--- config.mk ---
export PLATFORM = sky130hd
export DESIGN_NAME = pool_window_addr_gen
export DESIGN_NICKNAME = d
export VERILOG_FILES = /design/src/rtl/pool_window_addr_gen.sv
export SDC_FILE = /design/constraint.sdc
export NUM_CORES = 1
export LEC_CHECK = 0
export CAP_MARGIN = 20
export CORE_MARGIN = 2
export CORE_UTILIZATION = 49
export DETAILED_ROUTE_END_ITERATION = 16
export GPL_TIMING_DRIVEN = 0
export PLACE_DENSITY = 0.81
export SLEW_MARGIN = 0
export SYNTH_ARGS = -nofsm -noshare
export SYNTH_HDL_FRONTEND = slang
export SYNTH_SLANG_ARGS = --single-unit
--- constraint.sdc ---
create_clock -name clk -period 2.4 [get_ports clk]
set_input_delay 0.48 -clock clk [delete_from_list [all_inputs] [get_ports clk]]
set_output_delay 0.48 -clock clk [all_outputs]
set_load 0.005 [all_outputs]
--- src/rtl/pool_window_addr_gen.sv ---
// pool_window_addr_gen
//   Read-address generator for a conv output RAM that feeds a max-pool stage.
//   Each beat presents all POOL*POOL tap addresses of one pooling window.
//   Windows are walked column first, then row, then channel. Channel planes
//   are stored back to back.
//
// Ports
//   clk      clock; all state changes on the falling edge
//   reset    asynchronous, active-low reset
//   start    one-cycle pulse that begins a full traversal (honoured in IDLE/DONE only)
//   ready    consumer accepts the current window when valid & ready
//   addr     tap addresses; tap k = i*POOL+j sits at [k*ADDR_W +: ADDR_W]
//   valid    addr holds a window
//   out_row  pooled-output row of the current window
//   out_col  pooled-output column of the current window
//   out_ch   channel of the current window
//   busy     high from the accepted start until the last window is taken
//   done     level, high after the final window is accepted, cleared by start
//
// Addresses wrap modulo 2^ADDR_W. Size ADDR_W to hold CHANNELS*IMG_W*IMG_H-1
// if wrapping is not wanted.

// One tap: the window base plus a constant in-window offset.
module pool_window_tap #(
    parameter int ADDR_W = 9,
    parameter int OFFSET = 0
) (
    input  logic [ADDR_W-1:0] base,
    output logic [ADDR_W-1:0] tap
);
    assign tap = base + ADDR_W'(OFFSET);
endmodule

module pool_window_addr_gen #(
    parameter int IMG_W    = 24,
    parameter int IMG_H    = 24,
    parameter int POOL     = 2,
    parameter int STRIDE   = 2,
    parameter int CHANNELS = 1,
    parameter int LEAD     = 0,
    parameter int ADDR_W   = 9,
    localparam int OUT_W   = (IMG_W - POOL) / STRIDE + 1,
    localparam int OUT_H   = (IMG_H - POOL) / STRIDE + 1,
    localparam int COL_W   = (OUT_W > 1) ? $clog2(OUT_W) : 1,
    localparam int ROW_W   = (OUT_H > 1) ? $clog2(OUT_H) : 1,
    localparam int CH_W    = $clog2(CHANNELS) + 1,
    localparam int TAPS    = POOL * POOL
) (
    input  logic                     clk,
    input  logic                     reset,
    input  logic                     start,
    input  logic                     ready,
    output logic [TAPS*ADDR_W-1:0]   addr,
    output logic                     valid,
    output logic [ROW_W-1:0]         out_row,
    output logic [COL_W-1:0]         out_col,
    output logic [CH_W-1:0]          out_ch,
    output logic                     busy,
    output logic                     done
);

    // Base-address steps; all constants, so the per-beat path is adders only.
    localparam logic [ADDR_W-1:0] COL_STEP  = ADDR_W'(STRIDE);
    // From the last column of a row to column 0 of the next window row.
    localparam logic [ADDR_W-1:0] ROW_STEP  = ADDR_W'(STRIDE * IMG_W - (OUT_W - 1) * STRIDE);
    localparam logic [ADDR_W-1:0] PLANE     = ADDR_W'(IMG_W * IMG_H);
    localparam logic [COL_W-1:0]  COL_LAST  = COL_W'(OUT_W - 1);
    localparam logic [ROW_W-1:0]  ROW_LAST  = ROW_W'(OUT_H - 1);
    localparam logic [CH_W-1:0]   CH_LAST   = CH_W'(CHANNELS - 1);
    localparam logic [3:0]        LEAD_LAST = 4'(LEAD - 1);

    typedef enum logic [1:0] {S_IDLE, S_LEAD, S_RUN, S_DONE} state_t;

    state_t                   state;
    logic [3:0]               lead_cnt;
    logic [ADDR_W-1:0]        base;      // tap (0,0) of the current window
    logic [ADDR_W-1:0]        ch_base;   // start of the current channel plane

    logic                     col_last, row_last, ch_last, win_last;
    logic                     launch;    // start honoured this edge
    logic                     advance;   // current window accepted, not the last
    logic [ADDR_W-1:0]        nxt_base, nxt_ch_base, tgt_base;
    logic [TAPS*ADDR_W-1:0]   addr_nxt;

    assign col_last = (out_col == COL_LAST);
    assign row_last = (out_row == ROW_LAST);
    assign ch_last  = (out_ch  == CH_LAST);
    assign win_last = col_last && row_last && ch_last;
    assign launch   = start && (state == S_IDLE || state == S_DONE);
    assign advance  = (state == S_RUN) && ready && !win_last;

    // Base of the window that follows the current one.
    always_comb begin
        nxt_ch_base = ch_base;
        nxt_base    = base + COL_STEP;
        if (col_last) begin
            nxt_base = base + ROW_STEP;
            if (row_last) begin
                nxt_ch_base = ch_base + PLANE;
                nxt_base    = nxt_ch_base;
            end
        end
    end

    // A new traversal always begins at window (0,0,0).
    assign tgt_base = launch ? '0 : nxt_base;

    for (genvar gi = 0; gi < POOL; gi++) begin : g_row
        for (genvar gj = 0; gj < POOL; gj++) begin : g_col
            pool_window_tap #(
                .ADDR_W (ADDR_W),
                .OFFSET (gi * IMG_W + gj)
            ) u_tap (
                .base (tgt_base),
                .tap  (addr_nxt[(gi*POOL+gj)*ADDR_W +: ADDR_W])
            );
        end
    end

    always_ff @(negedge clk or negedge reset) begin
        if (!reset) begin
            state    <= S_IDLE;
            lead_cnt <= '0;
            base     <= '0;
            ch_base  <= '0;
            addr     <= '0;
            valid    <= 1'b0;
            out_row  <= '0;
            out_col  <= '0;
            out_ch   <= '0;
            busy     <= 1'b0;
            done     <= 1'b0;
        end else begin
            case (state)
                S_IDLE, S_DONE: begin
                    if (start) begin
                        lead_cnt <= '0;
                        base     <= '0;
                        ch_base  <= '0;
                        addr     <= addr_nxt;
                        out_row  <= '0;
                        out_col  <= '0;
                        out_ch   <= '0;
                        busy     <= 1'b1;
                        done     <= 1'b0;
                        if (LEAD == 0) begin
                            state <= S_RUN;
                            valid <= 1'b1;
                        end else begin
                            state <= S_LEAD;
                            valid <= 1'b0;
                        end
                    end
                end

                // addr already holds window (0,0,0); just hold valid low.
                S_LEAD: begin
                    if (lead_cnt == LEAD_LAST) begin
                        state <= S_RUN;
                        valid <= 1'b1;
                    end else begin
                        lead_cnt <= lead_cnt + 4'd1;
                    end
                end

                S_RUN: begin
                    if (ready) begin
                        if (win_last) begin
                            state <= S_DONE;
                            valid <= 1'b0;
                            busy  <= 1'b0;
                            done  <= 1'b1;
                        end else if (advance) begin
                            base    <= nxt_base;
                            ch_base <= nxt_ch_base;
                            addr    <= addr_nxt;
                            if (col_last) begin
                                out_col <= '0;
                                if (row_last) begin
                                    out_row <= '0;
                                    out_ch  <= out_ch + CH_W'(1);
                                end else begin
                                    out_row <= out_row + ROW_W'(1);
                                end
                            end else begin
                                out_col <= out_col + COL_W'(1);
                            end
                        end
                    end
                end

                default: state <= S_IDLE;
            endcase
        end
    end

endmodule

==> flow_summary.ini <==
[drt]
routed.top_layer = met4
met2_length_um = 6490
wire_per_inst_um = 21.8
wl_met1_um = 4670
drt_wl_total_um = 12800
wl_met3_um = 916
drcViolationCount = 0
firstDrtPassIters = 6
vias = 3615
routed_via_density = 6.14
drt_iter0_drc = 362
ant_nets = 0

[layout]
area_delta_synth_final_pct = 61.2
diodes = 0
drive_above_1_share_pct = 52.8
fin_cells = 589
layout.nets = 521

[sta]
setup_tns_ps = -39690
fin_crit_ps = 3110
slew_viol_final = 0
hold_ws_ps = 438
rsz0062_at_grt = true
worst_clock_skew_ps = 9.71
fin_ws_ps = -710
worst_pin_slew_ps = 1120
max_freq_mhz = 324
slew_headroom_pct = 24.7
setup_viol = 108
fin_crit_sh_pct = 130
final_hold_viol_count = 0

[critical_path]
end_kind = flop
critical_path_arrival_ps = 2100
slowest_stage = a21o_1
reg2reg_depth = 11
r2r-start = out_row[0]
ff2ff_setup_slack_ps = -690
cp.required_ps = 1390
path_delay_family = buffers and inverters
cp.depth = 13
crit_type = in -> reg
max_stage_delay_ps = 180
start_kind = input port
path_max_fanout = 6
worstPathCellList = buf_12 > buf_4 > buf_6 > buf_6 > nand2b_4 > o211ai_1 > a21o_1 > buf_6 > a21oi_4 > buf_6 > buf_6 > xnor2_2 > nor2_1
path_buf_inv = 7
r2r_end = out_row[0]
crit_start = start
crit_path_frequent_cell = buf_6
setup.worst_path.end = out_row[0]

[clock_tree]
clk_latency_ps = 350
htree_levels = 3
cts_tree = built
cts.hold.buffers_added = 0
clockBufferDepth = 2
cts.sinks = 60
path_clk_slew_ps = 50
ctsRootBufferMaster = clkbuf_8
numCtsBuffers = 9

[global_routing]
grt_max_degree = 42
grt_pass1_wl_um = 17100
grt.overflow.total = 0
grt_pass1_vias = 3388
gr-usage-all-layers_pct = 29.7
antenna_found_initial = 0

[synth]
ys_seq_elements = 60
postSynthCellCount = 362
ys.flop_type = dfrtn_1
synth.avg_cell_area_sq_um = 9.36
synth-async-reset-ratio_pct = 100
syn_area_sq_um = 3390
ys_seq_area_share_pct = 44.3
synth_edf_count = 0
syn-num-nets = 378
synth_cell_types = 62
ys_warn_count = 0

[place]
port_buffers = 50
hpwl_um = 5750
finalWeightedCongestion = 0.933
dp.cells = 493
place_ws_ps = -1050

[job]
cap_violations = 0

[run_status]
violations = negative setup slack
status = finished, violations left

[power]
total_power_mw = 5.54
pwr_density_cell_nw_per_um2 = 1010
power.leakage_nw = 2.66
max-vdd-ir-drop_mv = 0.553

[die]
fp.dieH_um = 87.2
core_sq_um = 6760
fp.dieW_um = 87.2
ios = 52
initial_core_util_pct = 50.2
die_area_sq_um = 7600
std_cell_rows = 30

[hold_path]
hp-class = reg -> reg
==> report_power, final <==
group | leakage [nW] | switching [mW] | internal (mW)
Clock | 0.0945 | 0.455 | 0.454
Sequential | 0.771 | 0.205 | 1.31
Combinational | 1.80 | 1.56 | 1.56
Total | 2.66 | 2.22 | 3.32
==> flip-flops by register name, summed over array words and instances (netlist names) <==
signal and count:
done 1, out_ch 1, out_col 4, ch_base 3, out_row 4, addr 30, base 9, state 2
lead_cnt 4, busy 1, valid 1
==> worst min path at each step <==
| stage | from | to | cells past startpoint |
|---|---|---|---|
| CTS | addr[25] | addr[25] | 2 |
| finish | addr[31] | addr[31] | 2 |
| global route | addr[14] | addr[14] | 2 |
| floorplan | state[1] | state[1] | 2 |
| detailed placement | addr[25] | addr[25] | 2 |
| global placement | addr[23] | addr[23] | 2 |
==> routing by layer <==
layer | global-route usage [%] | up-vias
met4 | 15.7 | 0
met3 | 4.27 | 64
li1 | - | 1561
met1 | 37.8 | 1782
met5 | 0 | -
met2 | 48.9 | 208
==> placed cells by master, fill, tap and decap left out, types with 4 or more instances in the layout <==
cell type,instances
o22ai_1,5
a21oi_4,4
o21ai_0,9
inv_1,8
nor3_1,8
nand2_2,14
a22o_1,7
dfrtn_1,60
o21ai_2,17
nor3_2,4
buf_2,40
nor2_4,7
xor2_1,14
buf_12,7
o31ai_2,4
nor2_1,13
a21o_1,5
nand2_4,10
buf_6,45
a21oi_1,9
clkbuf_8,13
buf_4,49
ha_1,8
nand4_1,4
nand2_1,35
a21oi_2,4
xnor2_1,5
buf_8,7
mux2i_1,4
nand3_1,8
o21ai_1,8
==> synth_stat cells, types with 2 or more instances <==
library cell	instances	area share, %
o21ai_0	25	3.7
a32o_1	2	0.59
nor2b_1	2	0.37
nand2_1	59	6.5
o21a_1	2	0.44
ha_1	12	4.4
a21oi_1	17	2.5
buf_4	7	1.6
nand3_1	9	1.3
o31ai_1	4	0.89
xnor2_1	8	2.1
nand2_4	2	0.66
inv_1	9	1.0
buf_2	4	0.59
dfrtn_1	60	44
mux2i_1	4	1.2
nor3_1	14	2.1
a22o_1	7	1.8
xor2_1	14	3.6
and3b_1	2	0.52
nor2_1	21	2.3
and3_1	4	0.74
and2_1	4	0.74
o22ai_1	5	0.92
a21o_1	5	1.1
nand4_1	4	0.74
buf_1	4	0.44
o21ai_1	10	1.5
nand3b_4	2	1.2
clkbuf_1	6	0.66
buf_6	3	1.0
==> what timing repair did <==
| item | 4_1_cts | 5_1_grt |
|---|---|---|
| setup buffers | 60 | 28 |
| pin swaps | 42 | 37 |
| setup endpoints to repair | 103 | 108 |
| hold endpoints to repair | 0 | 0 |
| resized for setup | 314 | 74 |
| gates cloned | 6 | 0 |
==> cell families after synthesis <==
logic type / synth area share (%)
buffers and inverters: 5.50
adder cells (fa/ha/maj): 4.43
multiplexers: 1.51
AND/OR/NAND/NOR: 21.0
flip-flops: 44.3
XOR/XNOR: 5.68
AO/OA/AOI/OAI: 17.6
==> final cells by class <==
type,count,area (sq um)
plain buffers,20,231
clock buffers,12,165
repair buffers,136,1200
fillers,363,1290
well taps,80,100
flip-flops and latches,60,1500
clock inverters,3,21.3
inverters,10,42.5
multi-input cells,268,2200
==> worst reg2reg max path, stage by stage (launching register included) <==
cell and delay (ps):
dfrtn_1 440, buf_4 150, ha_1 260, nand3b_4 170, nor3_2 920, a21o_1 290, buf_6 180, a21oi_4 60
buf_6 170, buf_6 110, xnor2_2 110, nor2_1 70
==> through the flow <==
step	utilization [%]	instance area, sq um
floorplan	-	3500
global placement	60.7	4100
detailed placement	60.9	4120
CTS	74.9	5060
global route	80.9	5460
finish	80.9	5460
Power figures use the tool's default switching activity.
